==> src/rtl/apb4_arb_pkg.sv <==
// Shared types and helpers for the APB4 round-robin arbiter.
package apb4_arb_pkg;

    // Bus sequencing states; IDLE must stay at encoding 0 so the debug port reads 0 in reset.
    typedef enum logic [1:0] {
        IDLE   = 2'd0,
        SETUP  = 2'd1,
        ACCESS = 2'd2
    } arb_state_e;

    // Width of a requester index; a single requester bit is still one bit wide.
    function automatic int idx_width(input int n);
        return (n > 2) ? $clog2(n) : 1;
    endfunction

endpackage

==> src/rtl/rr_arb_core.sv <==
// Round-robin grant selection with the last_grant pointer register.
// Search starts just above last_grant and wraps, so the most recent winner has lowest priority.
module rr_arb_core
    import apb4_arb_pkg::*;
#(
    parameter int NUM_REQ = 4,
    parameter int IDX_W   = idx_width(NUM_REQ)
) (
    input  logic               i_clk,
    input  logic               i_rst_n,
    input  logic [NUM_REQ-1:0] i_req,
    input  logic               i_update,
    output logic [NUM_REQ-1:0] o_grant,
    output logic [IDX_W-1:0]   o_grant_idx,
    output logic               o_any_grant
);

    logic [IDX_W-1:0] r_last;
    logic             w_hi_hit;
    logic             w_lo_hit;
    logic [IDX_W-1:0] w_hi_idx;
    logic [IDX_W-1:0] w_lo_idx;

    // Two passes: lowest requester above last_grant, and lowest requester overall (the wrap case).
    always_comb begin
        w_hi_hit = 1'b0;
        w_hi_idx = '0;
        w_lo_hit = 1'b0;
        w_lo_idx = '0;
        for (int i = NUM_REQ - 1; i >= 0; i--) begin
            if (i_req[i]) begin
                w_lo_hit = 1'b1;
                w_lo_idx = IDX_W'(i);
                if (i > int'(r_last)) begin
                    w_hi_hit = 1'b1;
                    w_hi_idx = IDX_W'(i);
                end
            end
        end
    end

    // Prefer the above-pointer winner; fall back to the wrapped one.
    always_comb begin
        o_any_grant = w_hi_hit | w_lo_hit;
        o_grant_idx = w_hi_hit ? w_hi_idx : w_lo_idx;
        o_grant     = '0;
        if (o_any_grant) begin
            o_grant[o_grant_idx] = 1'b1;
        end
    end

    // Pointer resets to the top index so requester 0 wins first after reset.
    always_ff @(posedge i_clk or negedge i_rst_n) begin
        if (!i_rst_n) begin
            r_last <= IDX_W'(NUM_REQ - 1);
        end else if (i_update) begin
            r_last <= o_grant_idx;
        end
    end

endmodule

==> src/rtl/apb4_rr_arbiter.sv <==
// Shares one APB4 completer port between NUM_REQ requesters with round-robin arbitration.
// Request channel: a transfer is accepted in the cycle where req_valid_i[i] and req_ready_o[i]
// are both high; the requester holds valid and payload stable until then. req_ready_o depends
// combinationally on req_valid_i. The response is a single-cycle rsp_valid_o[i] pulse with
// rsp_rdata_o/rsp_err_o, raised in the completing ACCESS cycle.
module apb4_rr_arbiter
    import apb4_arb_pkg::*;
#(
    parameter int NUM_REQ    = 4,
    parameter int ADDR_WIDTH = 32,
    parameter int DATA_WIDTH = 32
) (
    input  logic                          pclk,
    input  logic                          presetn,
    input  logic [NUM_REQ-1:0]            req_valid_i,
    output logic [NUM_REQ-1:0]            req_ready_o,
    input  logic [NUM_REQ-1:0]            req_write_i,
    input  logic [NUM_REQ*ADDR_WIDTH-1:0] req_addr_i,
    input  logic [NUM_REQ*DATA_WIDTH-1:0] req_wdata_i,
    output logic [NUM_REQ-1:0]            rsp_valid_o,
    output logic [DATA_WIDTH-1:0]         rsp_rdata_o,
    output logic                          rsp_err_o,
    output logic [ADDR_WIDTH-1:0]         paddr,
    output logic [2:0]                    pprot,
    output logic                          psel,
    output logic                          penable,
    output logic                          pwrite,
    output logic [DATA_WIDTH-1:0]         pwdata,
    output logic [DATA_WIDTH/8-1:0]       pstrb,
    input  logic                          pready,
    input  logic [DATA_WIDTH-1:0]         prdata,
    input  logic                          pslverr,
    output logic [1:0]                    o_dbg_state
);

    localparam int IDX_W = idx_width(NUM_REQ);

    arb_state_e             r_state;
    arb_state_e             w_next_state;
    logic [ADDR_WIDTH-1:0]  r_paddr;
    logic                   r_pwrite;
    logic [DATA_WIDTH-1:0]  r_pwdata;
    logic [IDX_W-1:0]       r_gidx;

    logic [NUM_REQ-1:0]     w_grant;
    logic [IDX_W-1:0]       w_grant_idx;
    logic                   w_any_grant;
    logic                   w_done;
    logic                   w_arb_point;
    logic                   w_accept;

    rr_arb_core #(
        .NUM_REQ (NUM_REQ),
        .IDX_W   (IDX_W)
    ) u_rr_arb_core (
        .i_clk       (pclk),
        .i_rst_n     (presetn),
        .i_req       (req_valid_i),
        .i_update    (w_accept),
        .o_grant     (w_grant),
        .o_grant_idx (w_grant_idx),
        .o_any_grant (w_any_grant)
    );

    // The bus is free for a new grant when idle or when the current ACCESS completes this cycle.
    // Reset gates acceptance so nothing is handshaken while presetn is low.
    always_comb begin
        w_done      = (r_state == ACCESS) && pready;
        w_arb_point = (r_state == IDLE) || w_done;
        w_accept    = presetn && w_arb_point && w_any_grant;
    end

    // Next state: a grant always leads to SETUP, which makes back-to-back transfers skip IDLE.
    always_comb begin
        w_next_state = r_state;
        case (r_state)
            IDLE: begin
                if (w_accept) begin
                    w_next_state = SETUP;
                end
            end
            SETUP: begin
                w_next_state = ACCESS;
            end
            ACCESS: begin
                if (w_done) begin
                    w_next_state = w_accept ? SETUP : IDLE;
                end
            end
            default: begin
                w_next_state = IDLE;
            end
        endcase
    end

    // State register.
    always_ff @(posedge pclk or negedge presetn) begin
        if (!presetn) begin
            r_state <= IDLE;
        end else begin
            r_state <= w_next_state;
        end
    end

    // Capture the grantee's payload at acceptance; it is held until the next grant, also in IDLE.
    always_ff @(posedge pclk or negedge presetn) begin
        if (!presetn) begin
            r_paddr  <= '0;
            r_pwrite <= 1'b0;
            r_pwdata <= '0;
            r_gidx   <= '0;
        end else if (w_accept) begin
            r_paddr  <= req_addr_i[w_grant_idx*ADDR_WIDTH +: ADDR_WIDTH];
            r_pwrite <= req_write_i[w_grant_idx];
            r_pwdata <= req_wdata_i[w_grant_idx*DATA_WIDTH +: DATA_WIDTH];
            r_gidx   <= w_grant_idx;
        end
    end

    // Handshake and response outputs; read data is zeroed for writes and outside completion.
    always_comb begin
        req_ready_o = w_accept ? w_grant : '0;
        rsp_valid_o = '0;
        if (w_done) begin
            rsp_valid_o[r_gidx] = 1'b1;
        end
        rsp_rdata_o = (w_done && !r_pwrite) ? prdata : '0;
        rsp_err_o   = w_done & pslverr;
    end

    assign psel        = (r_state != IDLE);
    assign penable     = (r_state == ACCESS);
    assign paddr       = r_paddr;
    assign pwrite      = r_pwrite;
    assign pwdata      = r_pwdata;
    assign pstrb       = {(DATA_WIDTH/8){r_pwrite}};
    assign pprot       = 3'b000;
    assign o_dbg_state = r_state;

endmodule

==> config.mk <==
export PLATFORM = sky130hd
export DESIGN_NAME = apb4_rr_arbiter
export DESIGN_NICKNAME = d
export VERILOG_FILES = /design/src/rtl/apb4_arb_pkg.sv /design/src/rtl/rr_arb_core.sv /design/src/rtl/apb4_rr_arbiter.sv
export SDC_FILE = /design/constraint.sdc
export NUM_CORES = 1
export LEC_CHECK = 0
export ABC_AREA = 1
export CAP_MARGIN = 10
export CORE_AREA = 3 3 162 164
export DETAILED_ROUTE_END_ITERATION = 7
export DIE_AREA = 0 0 165 167
export HOLD_SLACK_MARGIN = 0.06
export PLACE_DENSITY = 0.58
export SKIP_CTS_REPAIR_TIMING = 1
export SLEW_MARGIN = 5
export SYNTH_ARGS = -nofsm -noshare
export SYNTH_HDL_FRONTEND = slang
export SYNTH_SLANG_ARGS = --single-unit
==> constraint.sdc <==
create_clock -name pclk -period 2 [get_ports pclk]
set_clock_uncertainty 0.1 [all_clocks]
set_input_delay 0.2 -clock pclk [delete_from_list [all_inputs] [get_ports pclk]]
set_output_delay 0.2 -clock pclk [all_outputs]
set_load 0.005 [all_outputs]
==> impl_metrics.csv <==
group,metric,value,unit
run_status,status,"complete, no violations",
synthesis,synth_area_per_cell,5.955,um^2
sta,slew_viol_final,0,
synthesis,async_flop_share,100.0,%
pwr,power.density,893.1,nW/um^2
setup_path,rr_endpoint,"paddr[24]",
global_route,grt_pass1_vias,6927,
sta,finalCriticalPeriod,1.945,ns
floorplanning,die-area,27560,um^2
synthesis,ys_types,24,
synthesis,ys_top_cells_by_area,"dfrtp_1 (29%), nand3_1 (18%), nand2_1 (17%), inv_1 (14%), or2_2 (7.1%)",
setup_path,cp.required,1.70,ns
sta,rsz0062_at_grt,"yes",
place,io_buffers,413,
setup_path,worstReg2RegStart,"u_rr_arb_core.r_last[1]",
drt,vias_per_cell,4.250,
final_layout,drive_gt1_share,12.47,%
synthesis,ys_ff_latch,71,
setup_path,crit_path_max_incr_delay,0.54,ns
clock_network,h-tree-depth,3,
clock_network,tritoncts,"yes",
global_route,grt_max_degree,45,
pwr,irDropWorstVdd,0.5082,mV
min_path,whs_endpoint,"paddr[21]",
final_layout,finalInstanceArea,11310,um^2
drt,drc,0,
floorplanning,io_pins,417,
global_route,grt_pass1_wl,38850,um
flow_run,max_cap_viol_count,0,
place,place_area,10630,um^2
floorplanning,rows,58,
synthesis,synth_edf_count,0,
setup_path,critPathKind,"flop to primary output",
setup_path,r2r_slack,0.08,ns
global_route,antenna_found_initial,1,
min_path,holdCritStartpoint,"paddr[21]",
synthesis,synthTopCellsByCount,"nand2_1 (271), inv_1 (218), nand3_1 (218)",
final_layout,diodes,0,
clock_network,clkTransAtPathRegs,0.06,ns
synthesis,yosysMostFrequentCell,"nand2_1",
min_path,whs_path_depth,2,
sta,relSlewSlack,63.39,%
global_route,grt-ovfl-total,0,
drt,dr.pass1.iters,4,
synthesis,ys_seq_area_share,30.12,%
sta,holdWs,0.3753,ns
drt,wire_per_inst,15.58,um
sta,fin_crit_sh,97.23,%
clock_network,cts_max_path_buffers,2,
synthesis,syn_area,5907,um^2
drt,ant_nets,0,
drt,drt_wl_total,27250,um
final_layout,synthToLayoutAreaGrowth,91.46,%
floorplanning,core,25040,um^2
min_path,hold_path.class,"flop to flop",
global_route,grt_use_total,18.16,%
synthesis,synth_top_cell_by_area,"dfrtp_1",
floorplanning,start_util,23.59,%
sta,finalSetupViolations,0,
final_layout,nNetsFinal,1714,
sta,max_freq,514.3,MHz
setup_path,crit_fanout,4,
setup_path,crit_top_cell,"inv_2",
place,gp_congestion,0.8396,
place,dpl.hpwl,20910,um
setup_path,crit_path_end_kind,"primary output",
setup_path,reg2reg_depth,9,
clock_network,clk_latency,0.33,ns
setup_path,cp_top_family,"flip-flops",
synthesis,yosys.area.top_type_share,29.23,%
synthesis,ys.flop_type,"dfrtp_1",
sta,tns,0,ns
clock_network,cts_buffers,9,
synthesis,yosys_warnings,0,
pwr,p_leak,6.272,nW
setup_path,critPathSlowestCell,"dfstp_2",
floorplanning,die_w,165,um
setup_path,worstPathArrival,1.64,ns
drt,num_vias,7433,
setup_path,crit_chain,"inv_2, nand3_4, nand2_1, inv_2, nand2_4, nand2_8, inv_4, nand2_2, nor2_1, dlymetal6s2s_1",
pwr,power.total,10.10,mW
setup_path,crit_path_start_kind,"flop",
floorplanning,die_y,167,um
clock_network,cts_root_buf,"clkbuf_16",
clock_network,cts.sinks,71,
sta,finalHoldViolations,0,
drt,drt_iter0_drc,245,
synthesis,synthCells,992,
sta,worst_slew_pin_slew,0.5492,ns
setup_path,worst-path-buf-inv,4,
## worst reg2reg max path, stage by stage, from the launching register on
cell,delay [ns]
dfstp_2,0.54
inv_2,0.06
buf_4,0.14
nand3_4,0.11
nand2_8,0.08
buf_4,0.16
buf_12,0.16
or2_2,0.30
nand3_2,0.09
nand3_1,0.07
## layout make-up
| class | instances | area [um^2] |
|---|---|---|
| clock buffer | 10 | 229.0 |
| timing repair buffer | 472 | 4892 |
| clock inverter | 6 | 91.34 |
| sequential | 71 | 1779 |
| inverter | 222 | 838.3 |
| tap | 330 | 412.9 |
| fill | 2599 | 13730 |
| multi-input combinational | 638 | 3067 |
## worst max-delay path by stage
stage / from / endpoint / slack [ns] / cells past startpoint
4_1_cts: o_dbg_state[1] / rsp_rdata_o[25] / -0.66 / 7
6_report: u_rr_arb_core.r_last[1] / req_ready_o[1] / 0.06 / 10
5_1_grt: u_rr_arb_core.r_last[1] / req_ready_o[1] / -0.04 / 10
2_1_floorplan: u_rr_arb_core.r_last[0] / req_ready_o[0] / 0.27 / 10
3_5_place_dp: pready / rsp_rdata_o[25] / -0.40 / 6
3_3_place_gp: pready / rsp_rdata_o[25] / -0.39 / 6
## through the flow
| step | utilization, % | setup slack [ns] | cells |
|---|---|---|---|
| after floorplan | - | 0.2709 | 994 |
| after global placement | 42.47 | -0.3940 | 1723 |
| after detailed placement | 42.47 | -0.3957 | 1723 |
| after CTS | 43.75 | -0.6605 | 1739 |
| after global routing | 45.17 | -0.03869 | 1749 |
| final | 45.17 | 0.05547 | 1749 |
## cells by family after synthesis
| logic type | share of synthesized area, % |
|---|---|
| AND/OR/NAND/NOR | 49.46 |
| buffers and inverters | 19.85 |
| flip-flops | 30.12 |
| AO/OA/AOI/OAI | 0.5084 |
| other | 0.06348 |
## metal layers
layer | part of all wire (%) | track usage [%] | vias to the layer above
met1 | 39 | 20.65 | 3339
li1 | - | - | 3788
met3 | 7.9 | 5.373 | 39
met4 | 2.7 | 5.215 | 2
met2 | 50 | 32.52 | 265
met5 | 0.048 | 0 | -
## power breakdown
part | internal (mW) | leakage, nW | switching [mW]
logic | 3.19 | 5.25 | 2.63
registers | 2.12 | 0.867 | 0.376
clock network | 1.10 | 0.157 | 0.692
## sequential cells by signal (all words and copies together) (netlist names)
register	cells
u_rr_arb_core.r_last	2
o_dbg_state	2
pwdata	32
r_gidx	2
paddr	32
pwrite	1
## cell usage in the layout, fill, tap and decap left out, drive strengths merged
| cell | synthesis | layout |
|---|---|---|
| clkdlybuf4s50 | 0 | 371 |
| nor3 | 6 | 6 |
| dfstp | 2 | 2 |
| nand3 | 222 | 222 |
| clkinv | 1 | 3 |
| bufinv | 0 | 2 |
| nor2 | 40 | 40 |
| a21oi | 2 | 2 |
| conb | 1 | 3 |
| dlygate4sd3 | 0 | 1 |
| clkbuf | 25 | 17 |
| or2 | 88 | 88 |
| buf | 38 | 58 |
| o21ai | 4 | 4 |
| nand2 | 273 | 273 |
| dlymetal6s2s | 0 | 35 |
| inv | 221 | 223 |
| dfrtp | 69 | 69 |
No activity file was read; power rests on OpenSTA's default activity.
